$ cat src/rtl/fb_pkg.sv
// Shared constants and state encoding for the framebuffer scan-out sequencer.
package fb_pkg;

  localparam int unsigned FRAME_PIX  = 384000;
  localparam int unsigned BURST_LEN  = 32;
  localparam int unsigned FIFO_DEPTH = 64;
  localparam int unsigned FIFO_AW    = 6;
  localparam int unsigned ADDR_W     = 26;
  localparam int unsigned PIX_BYTES  = 2;

  typedef enum logic [1:0] {
    IDLE,
    WAIT_SPACE,
    ISSUE,
    DRAIN
  } fb_state_e;

endpackage

$ cat src/rtl/fb_flip_reg.sv
// Pending page-flip register: last request wins; a request coinciding with
// an apply survives that apply and stays pending.
module fb_flip_reg
  import fb_pkg::*;
#(
  parameter int unsigned ADDR_W = fb_pkg::ADDR_W
) (
  input  logic              clk,
  input  logic              rst,
  input  logic              flip_req_i,
  input  logic [ADDR_W-1:0] flip_base_i,
  input  logic              apply_i,
  output logic              pending_o,
  output logic [ADDR_W-1:0] pending_base_o
);

  logic              pending_q;
  logic [ADDR_W-1:0] base_q;

  always_ff @(posedge clk) begin
    if (rst) begin
      pending_q <= 1'b0;
      base_q    <= '0;
    end else if (flip_req_i) begin
      pending_q <= 1'b1;
      base_q    <= flip_base_i & ~ADDR_W'(1);
    end else if (apply_i) begin
      pending_q <= 1'b0;
    end
  end

  assign pending_o      = pending_q;
  assign pending_base_o = base_q;

endmodule

$ cat src/rtl/fb_scanout_ctrl.sv
// Read-side framebuffer sequencer: fetches a frame as bursts of single-word
// reads paced by FIFO free space, and applies page flips at frame boundaries.
module fb_scanout_ctrl
  import fb_pkg::*;
#(
  parameter int unsigned FRAME_PIX  = fb_pkg::FRAME_PIX,
  parameter int unsigned BURST_LEN  = fb_pkg::BURST_LEN,
  parameter int unsigned FIFO_DEPTH = fb_pkg::FIFO_DEPTH,
  parameter int unsigned FIFO_AW    = fb_pkg::FIFO_AW,
  parameter int unsigned ADDR_W     = fb_pkg::ADDR_W
) (
  input  logic               clk,
  input  logic               rst,
  input  logic               enable,
  input  logic [ADDR_W-1:0]  flip_base,
  input  logic               flip_req,
  output logic               flip_pending,
  output logic [ADDR_W-1:0]  cur_base,
  output logic               frame_start,
  input  logic [FIFO_AW-1:0] fifo_wrusedw,
  output logic               fifo_wrreq,
  output logic [15:0]        fifo_data,
  output logic [ADDR_W-1:0]  m_address,
  output logic               m_read,
  input  logic               m_waitrequest,
  input  logic               m_readdatavalid,
  input  logic [15:0]        m_readdata
);

  localparam int unsigned OUT_W = FIFO_AW + 1;
  localparam int unsigned RUN_W = $clog2(BURST_LEN + 1);
  localparam logic [ADDR_W-1:0] LAST_OFF = ADDR_W'(PIX_BYTES * (FRAME_PIX - 1));
  localparam logic [RUN_W-1:0]  RUN_LAST = RUN_W'(BURST_LEN - 1);

  fb_state_e         state_q, state_d;
  logic [ADDR_W-1:0] offset_q, offset_d;
  logic [ADDR_W-1:0] cur_base_q, cur_base_d;
  logic [RUN_W-1:0]  run_q, run_d;
  logic [OUT_W-1:0]  outstanding_q, outstanding_d;
  logic              fifo_wrreq_q;
  logic [15:0]       fifo_data_q;

  logic              accept, ret_ok, apply, space_ok, pend;
  logic [ADDR_W-1:0] pend_base;
  logic [OUT_W:0]    used_sum;

  fb_flip_reg #(.ADDR_W(ADDR_W)) u_flip (
    .clk            (clk),
    .rst            (rst),
    .flip_req_i     (flip_req),
    .flip_base_i    (flip_base),
    .apply_i        (apply),
    .pending_o      (pend),
    .pending_base_o (pend_base)
  );

  assign used_sum = (OUT_W+1)'(fifo_wrusedw) + (OUT_W+1)'(outstanding_q);
  assign space_ok = (32'(used_sum) + BURST_LEN) <= FIFO_DEPTH;
  assign accept   = (state_q == ISSUE) && !m_waitrequest;
  // Returns with nothing in flight belong to reads issued before a reset.
  assign ret_ok   = m_readdatavalid && (outstanding_q != '0);

  always_comb begin
    state_d    = state_q;
    offset_d   = offset_q;
    run_d      = run_q;
    cur_base_d = cur_base_q;
    apply      = 1'b0;
    case (state_q)
      IDLE: begin
        if (enable) begin
          apply    = 1'b1;
          offset_d = '0;
          state_d  = WAIT_SPACE;
        end
      end
      WAIT_SPACE: begin
        if (space_ok) begin
          run_d   = '0;
          state_d = ISSUE;
        end
      end
      ISSUE: begin
        if (accept) begin
          offset_d = offset_q + ADDR_W'(PIX_BYTES);
          run_d    = run_q + RUN_W'(1);
          if (offset_q == LAST_OFF)    state_d = DRAIN;
          else if (run_q == RUN_LAST)  state_d = WAIT_SPACE;
        end
      end
      DRAIN: begin
        if (outstanding_q == '0) begin
          if (enable) begin
            apply    = 1'b1;
            offset_d = '0;
            state_d  = WAIT_SPACE;
          end else begin
            state_d = IDLE;
          end
        end
      end
      default: state_d = IDLE;
    endcase
    if (apply && pend) cur_base_d = pend_base;
  end

  always_comb begin
    outstanding_d = outstanding_q;
    if (accept && !ret_ok)      outstanding_d = outstanding_q + OUT_W'(1);
    else if (!accept && ret_ok) outstanding_d = outstanding_q - OUT_W'(1);
  end

  always_ff @(posedge clk) begin
    if (rst) begin
      state_q       <= IDLE;
      offset_q      <= '0;
      cur_base_q    <= '0;
      run_q         <= '0;
      outstanding_q <= '0;
      fifo_wrreq_q  <= 1'b0;
      fifo_data_q   <= '0;
    end else begin
      state_q       <= state_d;
      offset_q      <= offset_d;
      cur_base_q    <= cur_base_d;
      run_q         <= run_d;
      outstanding_q <= outstanding_d;
      fifo_wrreq_q  <= ret_ok;
      fifo_data_q   <= m_readdata;
    end
  end

  assign m_read       = (state_q == ISSUE);
  assign m_address    = cur_base_q + offset_q;
  assign frame_start  = accept && (offset_q == '0);
  assign fifo_wrreq   = fifo_wrreq_q && !rst;
  assign fifo_data    = fifo_data_q;
  assign cur_base     = cur_base_q;
  assign flip_pending = pend;

endmodule

$ cat config.mk
export PLATFORM = sky130hd
export DESIGN_NAME = fb_scanout_ctrl
export DESIGN_NICKNAME = d
export VERILOG_FILES = /design/src/rtl/fb_pkg.sv /design/src/rtl/fb_flip_reg.sv /design/src/rtl/fb_scanout_ctrl.sv
export SDC_FILE = /design/constraint.sdc
export NUM_CORES = 1
export LEC_CHECK = 0
export CAP_MARGIN = 20
export CORE_ASPECT_RATIO = 0.9
export CORE_UTILIZATION = 50
export DETAILED_ROUTE_END_ITERATION = 8
export GPL_TIMING_DRIVEN = 0
export PLACE_DENSITY = 0.78
export SYNTH_ARGS = -nofsm -noshare
export SYNTH_HDL_FRONTEND = slang
export SYNTH_SLANG_ARGS = --single-unit
$ cat constraint.sdc
create_clock -name clk -period 6.7 [get_ports clk]
set_input_delay 1.34 -clock clk [delete_from_list [all_inputs] [get_ports clk]]
set_output_delay 1.34 -clock clk [all_outputs]
set_load 0.01 [all_outputs]
After elaboration in Yosys (flattened, before gate mapping):

Cells that the tools add are included.

* multiplexer cells: 22
* order comparisons: 1
* equal/unequal tests: 10
* add/sub/neg operators: 7
* reductions and logical operators: 22

Operator list (count)
* two-way mux 26 bit: 3
* case mux 26 bit (3 select lines): 1
* adder 26 x 2 -> 26 bit, second input constant: 1
* adder 26 bit: 1
* equality test 26 x 20 -> 1 bit, second input constant: 1
* logical NOT 26 bit: 1
* two-way mux 7 bit: 2
* two-way mux 2 bit: 6
* two-way mux 6 bit: 2
* case mux 6 bit (2 select lines): 1
* adder 8 x 6 -> 9 bit, second input constant: 1
* <= comparator 9 x 7 -> 1 bit, second input constant: 1
* adder 6 x 7 -> 8 bit: 1
* case mux 2 bit (4 select lines): 1
* adder 7 x 1 -> 7 bit, second input constant: 1
* logical AND 1 bit: 7
* logical NOT 7 bit: 1
* nonzero test 7 bit: 1
* subtractor 7 x 1 -> 7 bit, second input constant: 1
* adder 6 x 1 -> 6 bit, second input constant: 1
* equality test 6 x 5 -> 1 bit, second input constant: 1
* inequality test 2 bit, second input constant: 3
* AND reduction 3 bit: 2
* nonzero test 2 bit: 3
* other kinds (10): 18

* register bits after elaboration: 109

Logic depth before layout (Yosys ltp):

* word-level depth: 6
* mapped depth: 14
* mapped depth without buffers: 14

Cells and area by module:

A second synthesis with hierarchy kept.

* cells, all modules: 679
* area, all modules: 5880.6 um^2

By module, submodules not included
* fb_scanout_ctrl: sequential area each 1661.6 um^2, area an instance 4923.5 um^2, instances 1, cells each 592
* fb_flip_reg: sequential area each 520.5 um^2, area an instance 957.2 um^2, instances 1, cells each 87

Least setup slack after synthesis:

Ideal clock, no wire load.

* path kind: input port to flip-flop
* start: input port fifo_wrusedw[1]
* end: register run_q[5]
* buffers on the path: 0
* data required time: 6.568 ns
* library setup time: 0.132 ns
* stages: 11
* arrival time: 3.723 ns
* slack: 2.845 ns
* cells stage by stage: ha_1 ha_1 inv_1 fa_1 xnor2_1 nor4b_4 nand4_1 a211o_1 o221a_4 o311ai_4 o41ai_2

* word-level cells in the longest chain between the ends: 5

Ends and longest elaborated chain
* start, declared: line fb_scanout_ctrl.sv:20 `input logic [FIFO_AW-1:0] fifo_wrusedw,`
* adder 6 x 7 -> 8 bit: line fb_scanout_ctrl.sv:57 `assign used_sum = (OUT_W+1)'(fifo_wrusedw) + (OUT_W+1)'(outstanding_q);`
* adder 8 x 6 -> 9 bit: line fb_scanout_ctrl.sv:58 `assign space_ok = (32'(used_sum) + BURST_LEN) <= FIFO_DEPTH;`
* <= comparator 9 x 7 -> 1 bit: line fb_scanout_ctrl.sv:58
* inequality test 2 bit (no line)
* AND reduction 3 bit (no line)
* end signal, assigned: line fb_scanout_ctrl.sv:126 `run_q <= run_d;`
* end, declared: line fb_scanout_ctrl.sv:38 `logic [RUN_W-1:0] run_q, run_d;`

No other way between the ends.
A chain may end at the register's enable or synchronous reset.

Final worst setup path:

* start: register offset_q[1]
* end: output port m_address[15]

* word-level cells in the longest chain between the ends: 1

Ends and longest elaborated chain
* start, declared: line fb_scanout_ctrl.sv:36 `logic [ADDR_W-1:0] offset_q, offset_d;`
* start signal, assigned: line fb_scanout_ctrl.sv:124 `offset_q <= offset_d;`
* adder 26 bit: line fb_scanout_ctrl.sv:134 `assign m_address = cur_base_q + offset_q;`
* end, declared: line fb_scanout_ctrl.sv:23 `output logic [ADDR_W-1:0] m_address,`

No other way between the ends.

==> metrics.md <==
| Metric | Value |
|---|---|
| Post-synth top flop | `dfxtp_1` |
| Vias in the first global route | `5,454` |
| Post_cts resized | `0` |
| Clk_skew | `0.01139 ns` |
| # Post-CTS Setup Buffers | `0` |
| Worst Max-Slew Pin Slew | `0.7102 ns` |
| Mapped Avg Cell Area | `8.584 sq um` |
| Placed Area | `7445 sq um` |
| Largest net degree at the start of global routing | `20` |
| R2R setup slack | `3.48 ns` |
| Setup WS post-layout | `1.786 ns` |
| Max_cap viols | `0` |
| Layout Nets | `942` |
| Full die area | `12,510 sq um` |
| CP startpoint kind | `flip-flop` |
| Dpl ws | `1.996 ns` |
| I/O pin count | `126` |
| Wire length on met3 | `952 um` |
| Max VDD drop | `0.0001853 V` |
| Hold_sp | `u_flip.pending_base_o[12]` |
| Worst Hold Depth | `2` |
| Post-route cell area | `7754 sq um` |
| DR pass1 iterations | `5` |
| Number of synthesized flops with an enable pin | `0` |
| Initial core utilization | `0.5214` |
| TritonCTS Buffers | `9` |
| Initial drt markers | `297` |
| Status | `complete, no violations` |
| Syn Inst Count | `703` |
| CTS tree | `built` |
| CP Capture Type | `primary output` |
| Ratio of final minimum period to clock period | `0.7335` |
| Crit path max fanout | `6` |
| Worst Path Arrival | `3.57 ns` |
| Final Wtd Congestion | `0.8755` |
| Leakage | `3.155 nW` |
| RR Endpoint | `outstanding_q[6]` |
| Clock slew at reported path FFs | `0.07 ns` |
| Seq/Total Area, Yosys | `0.3583` |
| Die X | `117.8 um` |
| Synth cell types | `66` |
| Highest routed layer | `met4` |
| WL met2 | `7018 um` |
| Diode count | `0` |
| CTS H-Tree Depth | `3` |
| Pwr Density | `243.3 nW/um^2` |
| Ys Warns | `0` |
| Initial antenna violation count | `0` |
| FP Rows | `37` |
| Gr ovfl total | `0` |
| Slew headroom | `0.5265` |
| WP data required | `5.36 ns` |
| Clock tree buffer depth | `2` |
| Vias per cell | `5.540` |
| Clock period minus worst slack | `4.914 ns` |
| Area of the mapped netlist | `6035 sq um` |
| Syn-to-layout area delta | `28.49%` |
| Post-detailed-route DRC marker count | `0` |
| Reg2Reg Depth | `13` |
| Hold Violations, Final | `0` |
| Ys async rst share | `0` |
| Crit path kind | `flip-flop to primary output` |
| DRT Wirelength | `15,320 um` |
| First-pass GRT wire length | `25,440 um` |
| Root buf cell | `clkbuf_16` |
| CTS hold repair buffers | `0` |
| Reg2reg start | `outstanding_q[0]` |
| RSZ-0062 raised after global routing | `false` |
| Area of the multi-input gates | `3616 sq um` |
| Die Y | `106.2 um` |
| Detailed Place HPWL | `11,910 um` |
| Post-route ant nets | `0` |
| Hold EP | `cur_base[12]` |
| GRT Total Usage | `0.2521` |
| Sink Count | `108` |
| Share of cells above drive strength 1 | `0.04043` |
| Core area | `11,570 sq um` |
| #FFs+latches synth | `108` |
| Fill cells | `935` |
| Clk_lat worst skew | `0.35 ns` |
| Wl on met1 | `6968 um` |
| Fmax | `203.5 MHz` |
| Setup TNS Final | `0 ns` |
| Register area | `2162 sq um` |
| Port bufs | `121` |
| Vias post-DR | `5,523` |
| Setup violators final | `0` |
| HP Class | `flip-flop to flip-flop` |
| DR WL/cell | `15.37 um` |
| Hold_ws | `0.4647 ns` |
| Final Max Tran Viols | `0` |
| Final core occ | `0.6699` |
## worst max path at each step
stage | startpoint | end | slack (ns) | depth (start not counted)
after detailed placement | rst | fifo_wrreq | 2.00 | 5
after global placement | rst | fifo_wrreq | 2.02 | 5
after global routing | offset_q[1] | m_address[15] | 1.55 | 11
after floorplan | fifo_wrusedw[1] | run_q[5] | 2.85 | 11
final | offset_q[1] | m_address[15] | 1.79 | 11
after CTS | offset_q[1] | m_address[15] | 1.76 | 11
## cell type report
class / count / share of cell area
clock inverters: 6 / 0.01033
flip-flops and latches: 108 / 0.2788
clock buffers: 10 / 0.02953
inverters: 39 / 0.01888
well taps: 156 / 0.02517
repair buffers: 121 / 0.1562
plain buffers: 27 / 0.01468
multi-input cells: 530 / 0.4664
## routing by layer
layer,global-route usage,vias up
met5,0,-
met4,0.09249,0
met3,0.05901,35
met2,0.4155,205
met1,0.3210,2555
li1,-,2728
## logic make-up after synthesis
family / synth area share
multiplexers: 0.04810
XOR/XNOR: 0.07112
AO/OA/AOI/OAI: 0.1565
adder cells (fa/ha/maj): 0.1115
other: 0.0006214
AND/OR/NAND/NOR: 0.2107
buffers and inverters: 0.04313
flip-flops: 0.3583
## sequential cells by signal, indices dropped and copies added, names as in the netlist
register               flops
state_q                    2
fifo_data                 16
u_flip.pending_o           1
run_q                      6
fifo_wrreq_q               1
u_flip.pending_base_o     25
outstanding_q              7
cur_base                  25
offset_q                  25
## critical path: stages, from the launching register on
cell and delay [ns]:
dfxtp_1 0.45, ha_1 0.23, inv_1 0.06, fa_1 0.40, nor2b_1 0.18, o31a_1 0.19
o21ai_0 0.21, a21oi_1 0.23, o211ai_1 0.14, a2111o_1 0.43, o311ai_0 0.10, clkdlybuf4s50_1 0.60
## cells in the mapped netlist, types with 3 or more instances
cell      instances  area (sq um)
a21oi_1          63         315.3
nand3_1          22         110.1
clkbuf_1         21         78.83
inv_1            39         146.4
and2_1            4         25.02
o21bai_1          8         60.06
o221ai_1          3         26.28
xor2_1           26         227.7
nand2_1          69         259.0
ha_1             49         613.1
nand4_1          13         81.33
nor3_1            6         30.03
mux2i_1          29         290.3
nor4_1            8         50.05
o21a_1            5         37.54
fa_1              3         60.06
or3_1             4         25.02
nand2b_1          6         37.54
a31oi_1           6         37.54
a211oi_1          3         22.52
buf_2             4         20.02
nor2_1           77         289.0
a21o_1            7         52.55
and4_1            4         35.03
nor2b_1          22         137.6
and3_1           12         75.07
xnor2_1          23         201.4
dfxtp_1         108          2162
o21ai_0          14         70.07
## cells in the final DEF (no fill, tap or decap), drive strengths merged, types with 3 or more instances in the layout
cell type      netlist  routed
clkdlybuf4s50        0     121
dfxtp              108     108
nor2                78      78
nand2               69      69
a21oi               64      64
ha                  49      49
inv                 39      42
clkbuf              21      31
mux2i               29      29
xor2                26      26
xnor2               23      23
nand3               22      22
nor2b               22      22
o21ai               15      15
nand4               13      13
and3                12      12
nor4                 9       9
o21bai               8       8
a21o                 7       7
nor3                 7       7
nand2b               6       6
a31oi                6       6
buf                  6       6
o21a                 5       5
o221ai               5       5
and4                 4       4
and2                 4       4
or3                  4       4
a211oi               3       3
fa                   3       3
a311oi               3       3
## where the power goes
group          switching (mW)  total, mW  internal [mW]
Clock                   0.251      0.549          0.297
Sequential             0.0466      0.732          0.685
Combinational           0.337      0.606          0.268
Total                   0.635       1.89           1.25
## through the flow
stage | std cells | total power [mW]
after floorplan | 704 | 1.156
after global placement | 981 | 1.309
after detailed placement | 981 | 1.342
after CTS | 997 | 1.892
after global routing | 997 | 1.997
final | 997 | 1.887
Note: power is estimated with default switching activity, not from simulation.
